==> src/rtl/mpeg2_stream_pkg.sv <==
// Shared constants and helpers for the elementary-stream input path.
package mpeg2_stream_pkg;

  localparam int BYTE_W             = 8;
  localparam int BYTES_PER_WORD_DEF = 8;

  // Start-code prefix; consumed by the parser downstream of the stream FIFO.
  localparam logic [23:0] START_CODE_PREFIX = 24'h000001;

  function automatic int word_width(input int bpw);
    return BYTE_W * bpw;
  endfunction

endpackage

==> src/rtl/mpeg2_byte_accum.sv <==
// Lane-indexed byte accumulator: packs bytes big-endian, emits a full or
// zero-padded word when the top level has room for it.
module mpeg2_byte_accum
  import mpeg2_stream_pkg::*;
#(
  parameter int BYTES_PER_WORD = BYTES_PER_WORD_DEF
) (
  input  logic                                wr_clk,
  input  logic                                rst,
  input  logic [BYTE_W-1:0]                   byte_in,
  input  logic                                byte_acc,
  input  logic                                flush_req,
  input  logic                                reg_free,
  output logic                                word_load,
  output logic [BYTE_W*BYTES_PER_WORD-1:0]    word,
  output logic                                cnt_last,
  output logic                                cnt_zero
);

  localparam int WW = word_width(BYTES_PER_WORD);
  localparam int CW = $clog2(BYTES_PER_WORD);

  logic [WW-1:0] acc;
  logic [CW-1:0] cnt;
  logic          fill_load;
  logic          pad_load;

  assign cnt_last = (cnt == CW'(BYTES_PER_WORD - 1));
  assign cnt_zero = (cnt == '0);

  // Lanes not yet written are still zero, so the same value serves as padded word.
  always_comb begin
    word = acc;
    for (int i = 0; i < BYTES_PER_WORD; i++) begin
      if (byte_acc && (cnt == CW'(BYTES_PER_WORD - 1 - i)))
        word[i*BYTE_W +: BYTE_W] = byte_in;
    end
    fill_load = byte_acc & cnt_last;
    pad_load  = flush_req & reg_free & ~fill_load & (byte_acc | ~cnt_zero);
    word_load = fill_load | pad_load;
  end

  always_ff @(posedge wr_clk or negedge rst) begin
    if (!rst) begin
      acc <= '0;
      cnt <= '0;
    end else if (word_load) begin
      acc <= '0;
      cnt <= '0;
    end else if (byte_acc) begin
      acc <= word;
      cnt <= cnt + CW'(1);
    end
  end

endmodule

==> src/rtl/mpeg2_byte_packer.sv <==
// Write-side front end of the stream FIFO: byte handshake in, packed words
// out, with flush, full back-pressure and write/overflow bookkeeping.
module mpeg2_byte_packer
  import mpeg2_stream_pkg::*;
#(
  parameter int BYTES_PER_WORD = BYTES_PER_WORD_DEF,
  parameter int CNT_WIDTH      = 32
) (
  input  logic                              rst,
  input  logic                              wr_clk,
  input  logic [7:0]                        byte_in,
  input  logic                              byte_valid,
  input  logic                              byte_flush,
  output logic                              busy,
  output logic [BYTE_W*BYTES_PER_WORD-1:0]  fifo_din,
  output logic                              fifo_wr_en,
  input  logic                              fifo_full,
  input  logic                              fifo_prog_full,
  input  logic                              fifo_wr_ack,
  input  logic                              fifo_overflow,
  output logic [CNT_WIDTH-1:0]              words_written,
  output logic                              err_overflow,
  output logic                              flush_done
);

  localparam int WW = word_width(BYTES_PER_WORD);

  logic          out_vld;
  logic [WW-1:0] out_reg;
  logic          flush_pend;
  logic          byte_acc;
  logic          flush_acc;
  logic          reg_free;
  logic          word_load;
  logic [WW-1:0] word;
  logic          cnt_last;
  logic          cnt_zero;

  // busy is forced high during reset and never depends on byte_valid.
  assign busy       = ~rst | fifo_prog_full | flush_pend | (out_vld & cnt_last);
  assign byte_acc   = byte_valid & ~busy;
  assign flush_acc  = byte_flush & ~busy;
  assign fifo_wr_en = out_vld & ~fifo_full;
  assign fifo_din   = out_reg;
  assign reg_free   = ~out_vld | ~fifo_full;
  // A padded word waits here while the output register is stuck on a full FIFO.
  assign flush_done = flush_pend & ~out_vld & cnt_zero;

  mpeg2_byte_accum #(
    .BYTES_PER_WORD (BYTES_PER_WORD)
  ) u_accum (
    .wr_clk    (wr_clk),
    .rst       (rst),
    .byte_in   (byte_in),
    .byte_acc  (byte_acc),
    .flush_req (flush_acc | flush_pend),
    .reg_free  (reg_free),
    .word_load (word_load),
    .word      (word),
    .cnt_last  (cnt_last),
    .cnt_zero  (cnt_zero)
  );

  always_ff @(posedge wr_clk or negedge rst) begin
    if (!rst) begin
      out_vld <= 1'b0;
      out_reg <= '0;
    end else if (word_load) begin
      out_vld <= 1'b1;
      out_reg <= word;
    end else if (fifo_wr_en) begin
      out_vld <= 1'b0;
    end
  end

  always_ff @(posedge wr_clk or negedge rst) begin
    if (!rst) begin
      flush_pend <= 1'b0;
    end else if (flush_done) begin
      flush_pend <= 1'b0;
    end else if (flush_acc) begin
      flush_pend <= 1'b1;
    end
  end

  always_ff @(posedge wr_clk or negedge rst) begin
    if (!rst) begin
      words_written <= '0;
      err_overflow  <= 1'b0;
    end else begin
      if (fifo_wr_ack)
        words_written <= words_written + CNT_WIDTH'(1);
      if (fifo_overflow)
        err_overflow <= 1'b1;
    end
  end

endmodule

==> config.mk <==
export PLATFORM = sky130hd
export DESIGN_NAME = mpeg2_byte_packer
export DESIGN_NICKNAME = d
export VERILOG_FILES = /design/src/rtl/mpeg2_stream_pkg.sv /design/src/rtl/mpeg2_byte_accum.sv /design/src/rtl/mpeg2_byte_packer.sv
export SDC_FILE = /design/constraint.sdc
export NUM_CORES = 1
export LEC_CHECK = 0
export BUFFER_PORTS_ARGS = -buffer_cell sky130_fd_sc_hd__buf_2
export CAP_MARGIN = 25
export CORE_ASPECT_RATIO = 1.75
export CORE_MARGIN = 2
export CORE_UTILIZATION = 40
export CTS_CLUSTER_DIAMETER = 150
export CTS_CLUSTER_SIZE = 8
export DETAILED_ROUTE_END_ITERATION = 7
export GPL_TIMING_DRIVEN = 0
export PLACE_DENSITY_LB_ADDON = 0.3
export SLEW_MARGIN = 15
export SYNTH_ARGS = -nofsm -noshare
export SYNTH_HDL_FRONTEND = slang
export SYNTH_SLANG_ARGS = --single-unit
==> constraint.sdc <==
create_clock -name wr_clk -period 2.4 [get_ports wr_clk]
set_input_delay 0.24 -clock wr_clk [delete_from_list [all_inputs] [get_ports wr_clk]]
set_output_delay 0.24 -clock wr_clk [all_outputs]
set_load 0.03 [all_outputs]
==> flow_summary.yaml <==
status:
  status: "complete, but fails checks"
  violations: "negative hold slack"
finish:
  final_cell_area_mm2: 0.00857
  area_growth_pct: 21.9
  antenna_cells: 0
  final_nets: 736
  fillers: 1631
  post-route-util_pct: 49.3
  final_cells: 956
  drive_gt1_share_pct: 25.1
synthesis:
  netlist_area_mm2: 0.00703
  synth_top_area_share_pct: 59.1
  avgSynthCellArea_um2: 12.1
  synth_common_cells: "dfrtp_1, mux2i_1, nor2_1, inv_1, xnor2_1"
  yosysMostFrequentCell: "dfrtp_1"
  ys_ff_latch: 166
  ys_dominant_reg_cell: "dfrtp_1"
  synth.net_count: 604
  synth_area_leader_cell: "dfrtp_1"
  yosys-top-cells-area: "dfrtp_1, mux2i_1, nor2_1, inv_1, xnor2_1"
  synth_edf_count: 0
  yosys_warnings: 0
  netlist_instances: 581
  synthDistinctLibCells: 38
  async_flop_share_pct: 100
  ys_seq_area_share_pct: 59.1
critical_path:
  path_class: "reg2reg"
  r2r_slack_ns: 0.10
  worstSetupStartpointType: "register"
  crit_path_end_kind: "register"
  crit_fanout: 10
  r2r-start: "u_accum.cnt[0]"
  reg2reg_depth: 9
  r2r-end: "fifo_din[15]"
  cp.arrival_ns: 2.58
  required_ns: 2.68
drt:
  drc: 0
  vias: 4624
  drtAntennaViolNets: 0
  firstDrtPassIters: 5
  wl_per_cell_um: 16.1
  initialDrtViolationCount: 189
  dr_wl_met2_um: 8300
  top_layer: "met4"
  wl_met1_um: 6160
  wl_met3_um: 603
  routed_wl_um: 15400
  via_per_inst: 4.84
placement:
  detailed_place.area_mm2: 0.00789
  dp.cells: 920
  io_buffers: 107
  gp_congestion: 0.845
  dp_hpwl_um: 10900
timing:
  max_freq_ghz: 0.436
  rsz0062_at_grt: "no"
  clock_skew_ns: 0.00972
  hold_ws_ns: -0.145
  maxSlewHeadroom_pct: 53.4
  timing.final.setup_violations: 0
  min_period_over_period_pct: 95.6
  min_period_ns: 2.30
  worst_pin_slew_ns: 0.699
  finalMaxSlewViolations: 0
  hold_viol: 105
die:
  initial_core_util_pct: 40.5
  io_pins: 116
  dieArea_mm2: 0.0187
  row_count: 64
  die_x_um: 104
  die_y_um: 179
  core_mm2: 0.0174
pwr:
  irDropWorstVdd_mv: 0.495
  power.density_mw_per_mm2: 1050
  p_leak_nw: 4.65
  power_w: 0.00902
cts:
  ctsHoldBuffers: 4
  root_buffer: "clkbuf_16"
  clock_sinks: 166
  cts_buffer_depth: 2
  cts_htree_levels: 4
  cts_inserted_buffers: 17
  clk_latency_ns: 0.42
  clkTransAtPathRegs_ns: 0.06
  cts_tree: "built"
global_routing:
  grt_max_degree: 107
  antenna_found_initial: 0
  overflow: 0
  grt_pass1_wl_um: 25500
  first_global_vias: 4929
  grt.total_usage_pct: 17.6
worst_hold_path:
  hold_path.class: "in2async"
flow_run:
  maxCapViolations: 0
[flip-flops by register name, indices dropped and copies added, names as in the netlist]
| register | cells |
|---|---|
| out_vld | 1 |
| words_written | 32 |
| u_accum.cnt | 3 |
| err_overflow | 1 |
| flush_pend | 1 |
| u_accum.acc | 64 |
| fifo_din | 64 |
[stage by stage]
stage               setup TNS, ns  worst slack (ns)  hold slack [ns]
finish                          0             0.104           -0.145
detailed placement         -43.21            -0.414            0.208
CTS                             0           0.00369           -0.112
floorplan                       0             0.316          -0.0556
global placement          -498.49             -2.13            0.431
global route                    0           0.00235           -0.110
[critical path, cell delays in order, from the launching register on]
cell and delay (ns):
dfrtp_1 0.42, ha_1 0.25, ha_1 0.23, nand2_1 0.06, and3b_2 0.24, buf_6 0.18
and3_1 0.20, buf_6 0.17, mux2i_1 0.29, mux2i_1 0.12
[cells by family (layout without fill, tap and decap cells)]
family          after synthesis  after routing  synth area share [%]
compound gates                7              7                 0.623
xor+xnor                     32             32                  3.99
fa+ha+maj                     7              7                  1.25
buf+inv                      95            239                  5.78
flops                       166            166                  59.1
mux                         130            130                  18.6
simple gates                144            144                  10.7
[area by class of cell]
class                      instances  area (um2)  area share (%)
tap                              231         289            3.37
timing repair buffer             113         656            7.65
buffer                            26         154            1.80
inverter                          69         259            3.02
clock buffer                      18         439            5.13
clock inverter                    13         125            1.46
sequential                       166        4150            48.5
multi-input combinational        320        2490            29.1
[worst max path at each step]
| stage | endpoint | cells past startpoint | startpoint |
|---|---|---|---|
| 2_1_floorplan | flush_pend | 4 | u_accum.cnt[0] |
| 3_3_place_gp | fifo_din[52] | 8 | rst |
| 3_5_place_dp | fifo_din[46] | 9 | rst |
| 4_1_cts | fifo_din[46] | 9 | u_accum.cnt[0] |
| 5_1_grt | fifo_din[13] | 9 | u_accum.cnt[0] |
| 6_report | fifo_din[15] | 9 | u_accum.cnt[0] |
[placed cells by master, fill, tap and decap left out, types with 2 or more instances in the layout]
| cell type | Yosys | layout |
|---|---|---|
| a21oi_1 | 2 | 2 |
| and2_1 | 2 | 2 |
| and3_1 | 9 | 9 |
| and4_1 | 3 | 3 |
| buf_16 | 0 | 3 |
| buf_2 | 13 | 118 |
| buf_6 | 4 | 5 |
| clkbuf_1 | 8 | 8 |
| clkbuf_16 | 0 | 17 |
| clkinv_4 | 0 | 3 |
| clkinvlp_4 | 0 | 5 |
| dfrtp_1 | 166 | 166 |
| dlygate4sd3_1 | 0 | 2 |
| ha_1 | 7 | 7 |
| inv_1 | 69 | 69 |
| inv_6 | 0 | 3 |
| mux2_2 | 3 | 3 |
| mux2i_1 | 127 | 123 |
| mux2i_2 | 0 | 4 |
| nand2_1 | 14 | 14 |
| nand3_1 | 7 | 7 |
| nand3_2 | 4 | 3 |
| nand3_4 | 1 | 2 |
| nand4_1 | 11 | 11 |
| nor2_1 | 76 | 76 |
| nor2b_1 | 4 | 4 |
| o21ai_0 | 2 | 2 |
| or2_2 | 2 | 2 |
| xnor2_1 | 23 | 23 |
| xor2_1 | 9 | 9 |
[routing by layer]
metal | GRT usage, % | vias to the layer above
met5 | 0 | -
li1 | - | 2156
met1 | 19.4 | 2346
met3 | 4.63 | 15
met4 | 6.59 | 0
met2 | 32.6 | 107
[power breakdown]
| part | switching [W] | internal (W) |
|---|---|---|
| logic | 0.00187 | 0.000996 |
| registers | 0.000302 | 0.00328 |
| clock network | 0.00112 | 0.00146 |
| total | 0.00329 | 0.00573 |
[timing repair]
action                     in CTS  in global routing
hold endpoints to repair       62                105
setup endpoints to repair       0                120
gates resized for setup         0                  7
buffers inserted                0                  1
Power figures use the tool's default switching activity.
